**config.mk**
```make
export PLATFORM = sky130hd
export DESIGN_NAME = cpu_multicycle_sequencer_flat
export DESIGN_NICKNAME = d
export VERILOG_FILES = /design/src/rtl/cpu_multicycle_sequencer_if.sv /design/src/rtl/cpu_multicycle_sequencer.sv /design/src/flat_wrapper.sv
export SDC_FILE = /design/constraint.sdc
export NUM_CORES = 1
export LEC_CHECK = 0
export ABC_CLOCK_PERIOD_IN_PS = 2500
export BUFFER_PORTS_ARGS = -buffer_cell sky130_fd_sc_hd__buf_2
export CAP_MARGIN = 20
export CORE_UTILIZATION = 50
export DETAILED_ROUTE_END_ITERATION = 8
export PLACE_DENSITY = 0.81
export SLEW_MARGIN = 15
export SYNTH_ARGS = -nofsm -noshare
export SYNTH_HDL_FRONTEND = slang
export SYNTH_SLANG_ARGS = --single-unit
```
**constraint.sdc**
```tcl
create_clock -name clk -period 2.5 [get_ports clk]
set_clock_uncertainty 0.05 [all_clocks]
set_input_delay 0.75 -clock clk [delete_from_list [all_inputs] [get_ports clk]]
set_output_delay 0.75 -clock clk [all_outputs]
set_load 0.05 [all_outputs]
```
**src/rtl/cpu_multicycle_sequencer_if.sv**
```systemverilog
// Control/handshake bundle between the multi-cycle sequencer (master) and the
// datapath or test harness (slave).
interface cpu_multicycle_sequencer_if #(
  parameter int CNT_W = 16
);
  logic             run;
  logic             halt_req;
  logic [1:0]       opcode;
  logic             mem_ready;
  logic             PcWrite;
  logic             IrWrite;
  logic             RegDst;
  logic             ALUSrc;
  logic [1:0]       ALUop;
  logic             MemRead;
  logic             MemWrite;
  logic             MemToReg;
  logic             RegWrite;
  logic             busy;
  logic             halted;
  logic             err;
  logic [CNT_W-1:0] instr_retired;

  modport master (
    input  run, halt_req, opcode, mem_ready,
    output PcWrite, IrWrite, RegDst, ALUSrc, ALUop, MemRead, MemWrite,
           MemToReg, RegWrite, busy, halted, err, instr_retired
  );

  modport slave (
    output run, halt_req, opcode, mem_ready,
    input  PcWrite, IrWrite, RegDst, ALUSrc, ALUop, MemRead, MemWrite,
           MemToReg, RegWrite, busy, halted, err, instr_retired
  );
endinterface

```
**src/rtl/cpu_multicycle_sequencer.sv**
```systemverilog
// Moore FSM stepping each instruction through FETCH/DECODE/EXEC/MEM/WB.
// Define SEQ_PERF_CNT_EN to build the retired-instruction counter.
module cpu_multicycle_sequencer #(
  parameter int MEM_TIMEOUT = 15,
  parameter int CNT_W       = 16
) (
  input  logic                       clk,
  input  logic                       reset,
  cpu_multicycle_sequencer_if.master bus
);

  typedef enum logic [2:0] {
    S_IDLE, S_FETCH, S_DECODE, S_EXEC, S_MEM, S_WB, S_HALT, S_ERROR
  } state_t;

  typedef enum logic [1:0] {
    OP_R = 2'b00, OP_LW = 2'b01, OP_SW = 2'b10, OP_ADDI = 2'b11
  } op_t;

  typedef struct packed {
    logic       pc_write;
    logic       ir_write;
    logic       reg_dst;
    logic       alu_src;
    logic [1:0] alu_op;
    logic       mem_read;
    logic       mem_write;
    logic       mem_to_reg;
    logic       reg_write;
    logic       busy;
    logic       halted;
    logic       err;
  } ctl_t;

  localparam logic [7:0] WAIT_LAST = 8'(MEM_TIMEOUT - 1);

  state_t     state, state_n;
  op_t        op_q, op_n;
  logic [7:0] wait_cnt, wait_n;
  logic       retire;
  ctl_t       ctl_q;

  // Output decode depends only on (state, latched opcode), never on live inputs.
  function automatic ctl_t decode(state_t s, op_t op);
    ctl_t c;
    c = '0;
    case (s)
      S_FETCH: begin
        c.ir_write = 1'b1;
        c.pc_write = 1'b1;
      end
      S_EXEC: begin
        c.alu_src = (op != OP_R);
        c.alu_op  = (op == OP_R) ? 2'b10 : 2'b00;
      end
      S_MEM: begin
        c.alu_src   = 1'b1;
        c.alu_op    = 2'b00;
        c.mem_read  = (op == OP_LW);
        c.mem_write = (op == OP_SW);
      end
      S_WB: begin
        c.reg_write  = 1'b1;
        c.reg_dst    = (op == OP_R);
        c.mem_to_reg = (op == OP_LW);
        c.alu_src    = (op != OP_R);
        c.alu_op     = (op == OP_R) ? 2'b10 : 2'b00;
      end
      S_HALT:  c.halted = 1'b1;
      S_ERROR: c.err    = 1'b1;
      default: ;
    endcase
    c.busy = (s == S_FETCH) || (s == S_DECODE) || (s == S_EXEC) ||
             (s == S_MEM)   || (s == S_WB);
    return c;
  endfunction

  // NOTE: every always_comb output gets a default first so no path leaves it unassigned (no latch).
  always_comb begin
    state_n = state;
    op_n    = op_q;
    wait_n  = wait_cnt;
    retire  = 1'b0;
    case (state)
      S_IDLE:   if (bus.run) state_n = S_FETCH;
      S_FETCH:  state_n = S_DECODE;
      S_DECODE: begin
        op_n    = op_t'(bus.opcode);
        state_n = S_EXEC;
      end
      S_EXEC:   state_n = (op_q == OP_LW || op_q == OP_SW) ? S_MEM : S_WB;
      S_MEM: begin
        // mem_ready wins over a timeout landing on the same cycle.
        if (bus.mem_ready) begin
          wait_n = '0;
          if (op_q == OP_SW) retire  = 1'b1;
          else               state_n = S_WB;
        end else if (wait_cnt == WAIT_LAST) begin
          wait_n  = '0;
          state_n = S_ERROR;
        end else begin
          wait_n = wait_cnt + 8'd1;
        end
      end
      S_WB:     retire = 1'b1;
      S_HALT:   if (!bus.halt_req && bus.run) state_n = S_FETCH;
      S_ERROR:  state_n = S_ERROR;
      default:  state_n = S_IDLE;
    endcase
    // halt_req is only honoured at an instruction boundary.
    if (retire) state_n = bus.halt_req ? S_HALT : S_FETCH;
  end

  // NOTE: sequential state uses non-blocking assignments so every register samples pre-edge values.
  always_ff @(posedge clk) begin
    if (reset) begin
      state    <= S_IDLE;
      op_q     <= OP_R;
      wait_cnt <= '0;
      ctl_q    <= '0;
    end else begin
      state    <= state_n;
      op_q     <= op_n;
      wait_cnt <= wait_n;
      ctl_q    <= decode(state_n, op_n);
    end
  end

`ifdef SEQ_PERF_CNT_EN
  logic [CNT_W-1:0] retired_q;

  always_ff @(posedge clk) begin
    if (reset)       retired_q <= '0;
    else if (retire) retired_q <= retired_q + 1'b1;
  end

  assign bus.instr_retired = retired_q;
`else
  assign bus.instr_retired = '0;
`endif

  assign bus.PcWrite  = ctl_q.pc_write;
  assign bus.IrWrite  = ctl_q.ir_write;
  assign bus.RegDst   = ctl_q.reg_dst;
  assign bus.ALUSrc   = ctl_q.alu_src;
  assign bus.ALUop    = ctl_q.alu_op;
  assign bus.MemRead  = ctl_q.mem_read;
  assign bus.MemWrite = ctl_q.mem_write;
  assign bus.MemToReg = ctl_q.mem_to_reg;
  assign bus.RegWrite = ctl_q.reg_write;
  assign bus.busy     = ctl_q.busy;
  assign bus.halted   = ctl_q.halted;
  assign bus.err      = ctl_q.err;

endmodule

```
**src/flat_wrapper.sv**
```systemverilog
// flat-port wrapper written by rule: the top's interface ports become plain ports
module cpu_multicycle_sequencer_flat 
#(
  parameter int MEM_TIMEOUT = 15,
  parameter int CNT_W       = 16
)
  (clk, reset, bus_run, bus_halt_req, bus_opcode, bus_mem_ready, bus_PcWrite, bus_IrWrite, bus_RegDst, bus_ALUSrc, bus_ALUop, bus_MemRead, bus_MemWrite, bus_MemToReg, bus_RegWrite, bus_busy, bus_halted, bus_err, bus_instr_retired);
  cpu_multicycle_sequencer_if #(.CNT_W(CNT_W)) bus_i ();
  input  logic clk;
  input  logic reset;
  input wire logic [$bits(bus_i.run)-1:0] bus_run;
  input wire logic [$bits(bus_i.halt_req)-1:0] bus_halt_req;
  input wire logic [$bits(bus_i.opcode)-1:0] bus_opcode;
  input wire logic [$bits(bus_i.mem_ready)-1:0] bus_mem_ready;
  output wire logic [$bits(bus_i.PcWrite)-1:0] bus_PcWrite;
  output wire logic [$bits(bus_i.IrWrite)-1:0] bus_IrWrite;
  output wire logic [$bits(bus_i.RegDst)-1:0] bus_RegDst;
  output wire logic [$bits(bus_i.ALUSrc)-1:0] bus_ALUSrc;
  output wire logic [$bits(bus_i.ALUop)-1:0] bus_ALUop;
  output wire logic [$bits(bus_i.MemRead)-1:0] bus_MemRead;
  output wire logic [$bits(bus_i.MemWrite)-1:0] bus_MemWrite;
  output wire logic [$bits(bus_i.MemToReg)-1:0] bus_MemToReg;
  output wire logic [$bits(bus_i.RegWrite)-1:0] bus_RegWrite;
  output wire logic [$bits(bus_i.busy)-1:0] bus_busy;
  output wire logic [$bits(bus_i.halted)-1:0] bus_halted;
  output wire logic [$bits(bus_i.err)-1:0] bus_err;
  output wire logic [$bits(bus_i.instr_retired)-1:0] bus_instr_retired;
  assign bus_i.run = bus_run;
  assign bus_i.halt_req = bus_halt_req;
  assign bus_i.opcode = bus_opcode;
  assign bus_i.mem_ready = bus_mem_ready;
  assign bus_PcWrite = bus_i.PcWrite;
  assign bus_IrWrite = bus_i.IrWrite;
  assign bus_RegDst = bus_i.RegDst;
  assign bus_ALUSrc = bus_i.ALUSrc;
  assign bus_ALUop = bus_i.ALUop;
  assign bus_MemRead = bus_i.MemRead;
  assign bus_MemWrite = bus_i.MemWrite;
  assign bus_MemToReg = bus_i.MemToReg;
  assign bus_RegWrite = bus_i.RegWrite;
  assign bus_busy = bus_i.busy;
  assign bus_halted = bus_i.halted;
  assign bus_err = bus_i.err;
  assign bus_instr_retired = bus_i.instr_retired;
  cpu_multicycle_sequencer #(.MEM_TIMEOUT(MEM_TIMEOUT), .CNT_W(CNT_W)) u_core (.clk(clk), .reset(reset), .bus(bus_i));
endmodule
```
## After elaboration in Yosys (flattened, before gate mapping)

Index checks and enable logic that the tools add are counted.

- Bits in registers: 26
- Bits of input ports: 7
- Logic and storage cells: 71

- Add/sub/neg operators: 1
- Equality and inequality tests: 19
- Multiplexer cells: 21
- Bitwise logic cells: 2
- Reductions and logical operators: 13

Operator list:

| kind | number |
|---|---|
| $eq 3x3->1 const B | 8 |
| $mux 3 | 7 |
| $pmux 3 s7 | 1 |
| $mux 8 | 2 |
| $eq 3x2->1 const B | 4 |
| $add 8x1->8 const B | 1 |
| $eq 8x4->1 const B | 1 |
| $eq 3x1->1 const B | 2 |
| $mux 1 | 6 |
| $mux 2 | 3 |
| $pmux 3 s2 | 1 |
| $reduce_or 2->1 | 3 |
| $logic_or 1x1->1 | 5 |
| $eq 2x1->1 const B | 2 |
| $eq 2x2->1 const B | 2 |
| $logic_not 3->1 | 1 |
| $logic_not 2->1 | 1 |
| $not 1->1 | 2 |
| $pmux 1 s2 | 1 |
| $reduce_bool 2->1 | 1 |
| $logic_and 1x1->1 | 1 |
| $logic_not 1->1 | 1 |

## Depth between registers and ports, before layout

- Depth after elaboration: 10
- Mapped depth: 8
- Gate-level depth less buffers: 7

## Worst setup path before layout

OpenSTA, ideal clock, no wires.

- Path type: input -> register
- From: input bus_run
- To: register u_core.ctl_q, in the netlist u_core.bus.MemWrite
- Arrival: 1.666 ns
- Slack: 0.724 ns
- Stages: 6
- Cell sequence: inv_1 > o21ai_0 > a221o_2 > a21oi_2 > buf_6 > and4_2

- Longest elaborated chain between the ends: 7
- Elaborated cells on any way between the ends: 8
- Classes of those cells: 1 x eq/ne; 4 x mux; 1 x bitwise; 2 x reduce/logical

Ends and longest elaborated chain:

| what | RTL line | text |
|---|---|---|
| start: declaration | flat_wrapper.sv:11 | `input wire logic [$bits(bus_i.run)-1:0] bus_run;` |
| $logic_and 1x1->1 | cpu_multicycle_sequencer.sv:106 | `S_HALT: if (!bus.halt_req && bus.run) state_n = S_FETCH;` |
| $mux 3 | cpu_multicycle_sequencer.sv:106 |  |
| $pmux 3 s7 (*) | cpu_multicycle_sequencer.sv:84 | `case (state)` |
| $mux 3 (*) | cpu_multicycle_sequencer.sv:111 | `if (retire) state_n = bus.halt_req ? S_HALT : S_FETCH;` |
| $eq 3x3->1 (*) | cpu_multicycle_sequencer.sv:47 | `case (s)` |
| $not 1->1 (no line) (*) | -- |  |
| $reduce_or 2->1 (no line) (*) | -- |  |
| end signal: assignment | cpu_multicycle_sequencer.sv:125 | `ctl_q <= decode(state_n, op_n);` |
| end: declaration | cpu_multicycle_sequencer.sv:41 | `ctl_t ctl_q;` |

Every way passes the cells marked *; elsewhere a longest branch is shown, timed or not.
A chain may end at the register's enable or synchronous reset.

## Final worst setup path

- From: register u_core.state[1]
- To: register u_core.ctl_q, in the netlist u_core.bus.ALUop[1]

- Longest elaborated chain between the ends: 7
- Elaborated cells on any way between the ends: 24
- Classes of those cells: 10 x eq/ne; 11 x mux; 3 x reduce/logical

Ends and longest elaborated chain:

| what | RTL line | text |
|---|---|---|
| start: declaration | cpu_multicycle_sequencer.sv:37 | `state_t state, state_n;` |
| start signal: assignment | cpu_multicycle_sequencer.sv:122 | `state <= state_n;` |
| $mux 3 (on tied branches) | cpu_multicycle_sequencer.sv:98, cpu_multicycle_sequencer.sv:96 |  |
| $mux 3 | cpu_multicycle_sequencer.sv:94 | `if (bus.mem_ready) begin` |
| $pmux 3 s7 | cpu_multicycle_sequencer.sv:84 |  |
| $mux 3 | cpu_multicycle_sequencer.sv:111 |  |
| $eq 3x3->1 / $eq 3x2->1 (equally long branches) | cpu_multicycle_sequencer.sv:47 |  |
| $reduce_or 2->1 (no line) | -- |  |
| $pmux 3 s2 (*) | cpu_multicycle_sequencer.sv:47 |  |

Marked as above.

==> qor.csv <==
stage,metric,value,unit
status,outcome,"complete, no violations",
clock_tree,clock_path_buffers,2,
place,globalplace.congestion,0.877,
worst_setup_path,cp_cell_sequence,nor3b_2 -> a21oi_1 -> or4_1 -> o21ai_1,
logic_synthesis,yosysWarningCount,0,
pwr,power_density,740,mW/mm^2
logic_synthesis,synth_simple_gate_area_share,28.5,%
min_path,holdCritPathClass,reg -> reg,
logic_synthesis,combinational_family_with_the_most_area_after_synthesis,simple AND/OR/NAND/NOR gates,
pwr,power.leakage,0.584,nW
sta,setup_violations,0,
sta,unrepaired_setup_endpoints_after_global_routing,false,
worst_setup_path,crit_family,simple AND/OR/NAND/NOR gates,
finish,layout.nets,176,
clock_tree,cts.sink_count,24,
clock_tree,postCtsSetupRepairBufs,0,
sta,hold_viol_final,0,
clock_tree,cts_hold_repair.buffers,0,
worst_setup_path,timing.critical_path.required,2710,ps
sta,pin_slew_with_the_least_headroom_to_its_limit,512,ps
worst_setup_path,crit_path_max_incr_delay,590,ps
logic_synthesis,synth-adder-area-share,2.82,%
worst_setup_path,cp_max_fo,11,
logic_synthesis,synth-xor-area-share,3.94,%
pwr,vdd_ir_drop_max,0.507,mV
place,dpl_worst_slack,297,ps
floorplan,floorplan.initialDensity,53.3,%
routing,drtAntennaViolNets,0,
global_routing,leftover_overflow_at_the_end_of_global_routing,0,
sta,finalSetupTns,0,ps
worst_setup_path,crit_slowest_cell,dfxtp_1,
floorplan,core.rowCount,18,
logic_synthesis,synth_seq_cells,24,
routing,detailedRoute.firstIterationViolations,19,
clock_tree,cts.reportedPaths.clkPinSlew,130,ps
sta,final_min_period_over_clock_period,78.1,%
global_routing,vias_in_the_first_global_route,851,
sta,maxSlewViolCount,0,
clock_tree,clkLatencyLatePin,320,ps
routing,drt_pre_antenna_iters,4,
logic_synthesis,netlist.top_cell.by_area,dfxtp_1,
worst_setup_path,cp.buffers_inverters,0,
floorplan,die_area,0.00288,mm^2
finish,post_route_cells_drive_above_1_share,22.4,%
worst_setup_path,critPathLaunchType,flip-flop,
worst_setup_path,cp_data_arrival_time,2160,ps
logic_synthesis,yosysSeqAreaShare,36.1,%
global_routing,grt_first_pass_wirelength,3570,um
logic_synthesis,synth.distinct_cells,46,
sta,layout_min_cycle_time,1950,ps
place,port-buffer-count,18,
flow_run,max-cap-violations,0,
finish,n_fill_cell,226,
logic_synthesis,synth_cells,152,
finish,mostFrequentLayoutCell,dfxtp_1,
place,place.detailed.hpwl,1690,um
floorplan,design.portCount,36,
sta,post-route-worst-setup-slack,547,ps
logic_synthesis,synthesized_area_fraction_occupied_by_ao_oa_aoi_and_oai_cells,12.0,%
logic_synthesis,syn-cell-area,0.00133,mm^2
routing,route.detailed.wl_per_inst,11.2,um
place,dpl-instance-area,0.00133,mm^2
worst_setup_path,criticalPathCategory,reg -> reg,
routing,vias_per_cell,5.10,
routing,route.vias.total,995,
global_routing,grt_start_max_net_pins,17,
global_routing,overall_track_demand_over_capacity_in_global_routing,17.0,%
global_routing,number_of_antenna_violations_at_the_first_check_in_global_routing,0,
floorplan,die_width,53.6,um
clock_tree,cts.repair.resized,0,
clock_tree,tritoncts.num_buffers,3,
worst_setup_path,worstSetupEndpointType,flip-flop,
logic_synthesis,syn_area_per_cell,8.77,um^2
routing,drcViolationCount,0,
routing,totalWireLength,2180,um
logic_synthesis,netlist.area_leader.share,36.1,%
floorplan,floorplan.core_area,0.00250,mm^2
sta,relative_slew_slack,65.7,%
finish,synthToLayoutAreaGrowth,4.04,%
floorplan,floorplan.die.height,53.6,um
finish,antenna_cells,0,
logic_synthesis,muxShareOfSynthArea,0.751,%
finish,post-route-cell-area,0.00139,mm^2
logic_synthesis,synth_area_leaders,"dfxtp_1 36%, buf_4 11%, nor2_1 4.8%",
finish,highest_count_cells_in_the_layout_ignoring_fill_and_taps,"24 x dfxtp_1, 18 x buf_2, 17 x nor2_1, 17 x conb_1",
clock_tree,tritoncts,yes,
clock_tree,ctsRootBufferMaster,clkbuf_4,
clock_tree,cts_htree_levels,1,
sta,max_clock_freq,0.512,GHz
[layout make-up]
cell class                      count  area [um^2]  area share, %
Clock buffer                        3         22.5           1.62
Clock inverter                      1         30.0           2.17
Inverter                            6         22.5           1.62
Multi-Input combinational cell    113          703           50.7
Sequential cell                    24          480           34.7
Tap cell                           30         37.5           2.71
Timing Repair Buffer               18         90.1           6.50
[synthesized netlist by cell type (all sizes together)]
cell type,count
nor2,17
or3b,1
nor4,2
dfxtp,24
nand2b,1
nor3,8
nand3b,1
mux2i,1
xnor2,1
o31ai,1
or3,1
or2,2
or4,3
conb,1
nor3b,2
o2bb2ai,2
nand2,10
nand3,4
o21bai,1
and2,2
a221o,1
and4b,1
o21ai,5
clkbuf,4
xor2,5
a22o,1
nor4b,1
o22ai,1
nand4,2
nor4bb,1
inv,6
a31oi,1
and3,1
and4,1
buf,21
a21oi,11
and3b,1
ha,3
[logic make-up (layout without fill, tap and decap cells)]
group / after synthesis / after routing
XOR/XNOR: 6 / 6
multiplexers: 1 / 1
AO/OA/AOI/OAI: 24 / 24
AND/OR/NAND/NOR: 62 / 62
adder cells (fa/ha/maj): 3 / 3
flip-flops: 24 / 24
other: 1 / 17
buffers and inverters: 31 / 28
[registers in the layout, summed over array words and instances, names as in the netlist]
signal               flops
u_core.bus.MemRead       1
u_core.bus.RegWrite      1
u_core.bus.ALUop         1
u_core.bus.MemWrite      1
u_core.bus.MemToReg      1
u_core.bus.ALUSrc        1
u_core.op_q              2
u_core.bus.halted        1
u_core.bus.err           1
u_core.bus.IrWrite       1
u_core.bus.busy          1
u_core.wait_cnt          8
u_core.state             3
u_core.bus.RegDst        1
[worst reg2reg max path, stage by stage, from the launching register on]
cell and delay (ps):
dfxtp_1 590, nor3b_2 530, a21oi_1 140, or4_1 440, o21ai_1 150
[metrics by stage]
step | hold slack (ps) | util, % | power, mW | cells
floorplan | 416 | - | 0.755 | 168
global placement | 426 | 53.4 | 0.752 | 191
detailed placement | 459 | 53.4 | 0.756 | 191
CTS | 474 | 55.5 | 1.03 | 195
global route | 525 | 55.5 | 1.07 | 195
finish | 471 | 55.5 | 1.03 | 195
[power breakdown]
group | internal (mW) | leakage (nW) | switching (mW)
logic | 0.0801 | 0.361 | 0.226
clock network | 0.162 | 0.0279 | 0.114
registers | 0.411 | 0.195 | 0.0334
[final timing paths]
| kind | from | to | slack (ps) | cells past startpoint |
|---|---|---|---|---|
| setup reg to reg | u_core.state[1]$_SDFF_PP0_ | u_core.bus.ALUop[1]$_SDFF_PP0_ | 550 | 4 |
| setup / recovery | u_core.state[1]$_SDFF_PP0_ | u_core.bus.ALUop[1]$_SDFF_PP0_ | 550 | 4 |
| hold reg to reg | u_core.wait_cnt[6]$_SDFFE_PP0P_ | u_core.wait_cnt[6]$_SDFFE_PP0P_ | 470 | 2 |
| hold / removal | u_core.wait_cnt[6]$_SDFFE_PP0P_ | u_core.wait_cnt[6]$_SDFFE_PP0P_ | 470 | 2 |
[routing by layer]
metal | global-route usage [%] | vias to the layer above | share of wire (%)
met3 | 2.54 | 3 | 4.6
met2 | 28.7 | 33 | 47
met5 | 0 | - | 0
met4 | 6.58 | 0 | 1.2
li1 | - | 517 | -
met1 | 21.5 | 442 | 47
Note: power is estimated with default switching activity, not from simulation.
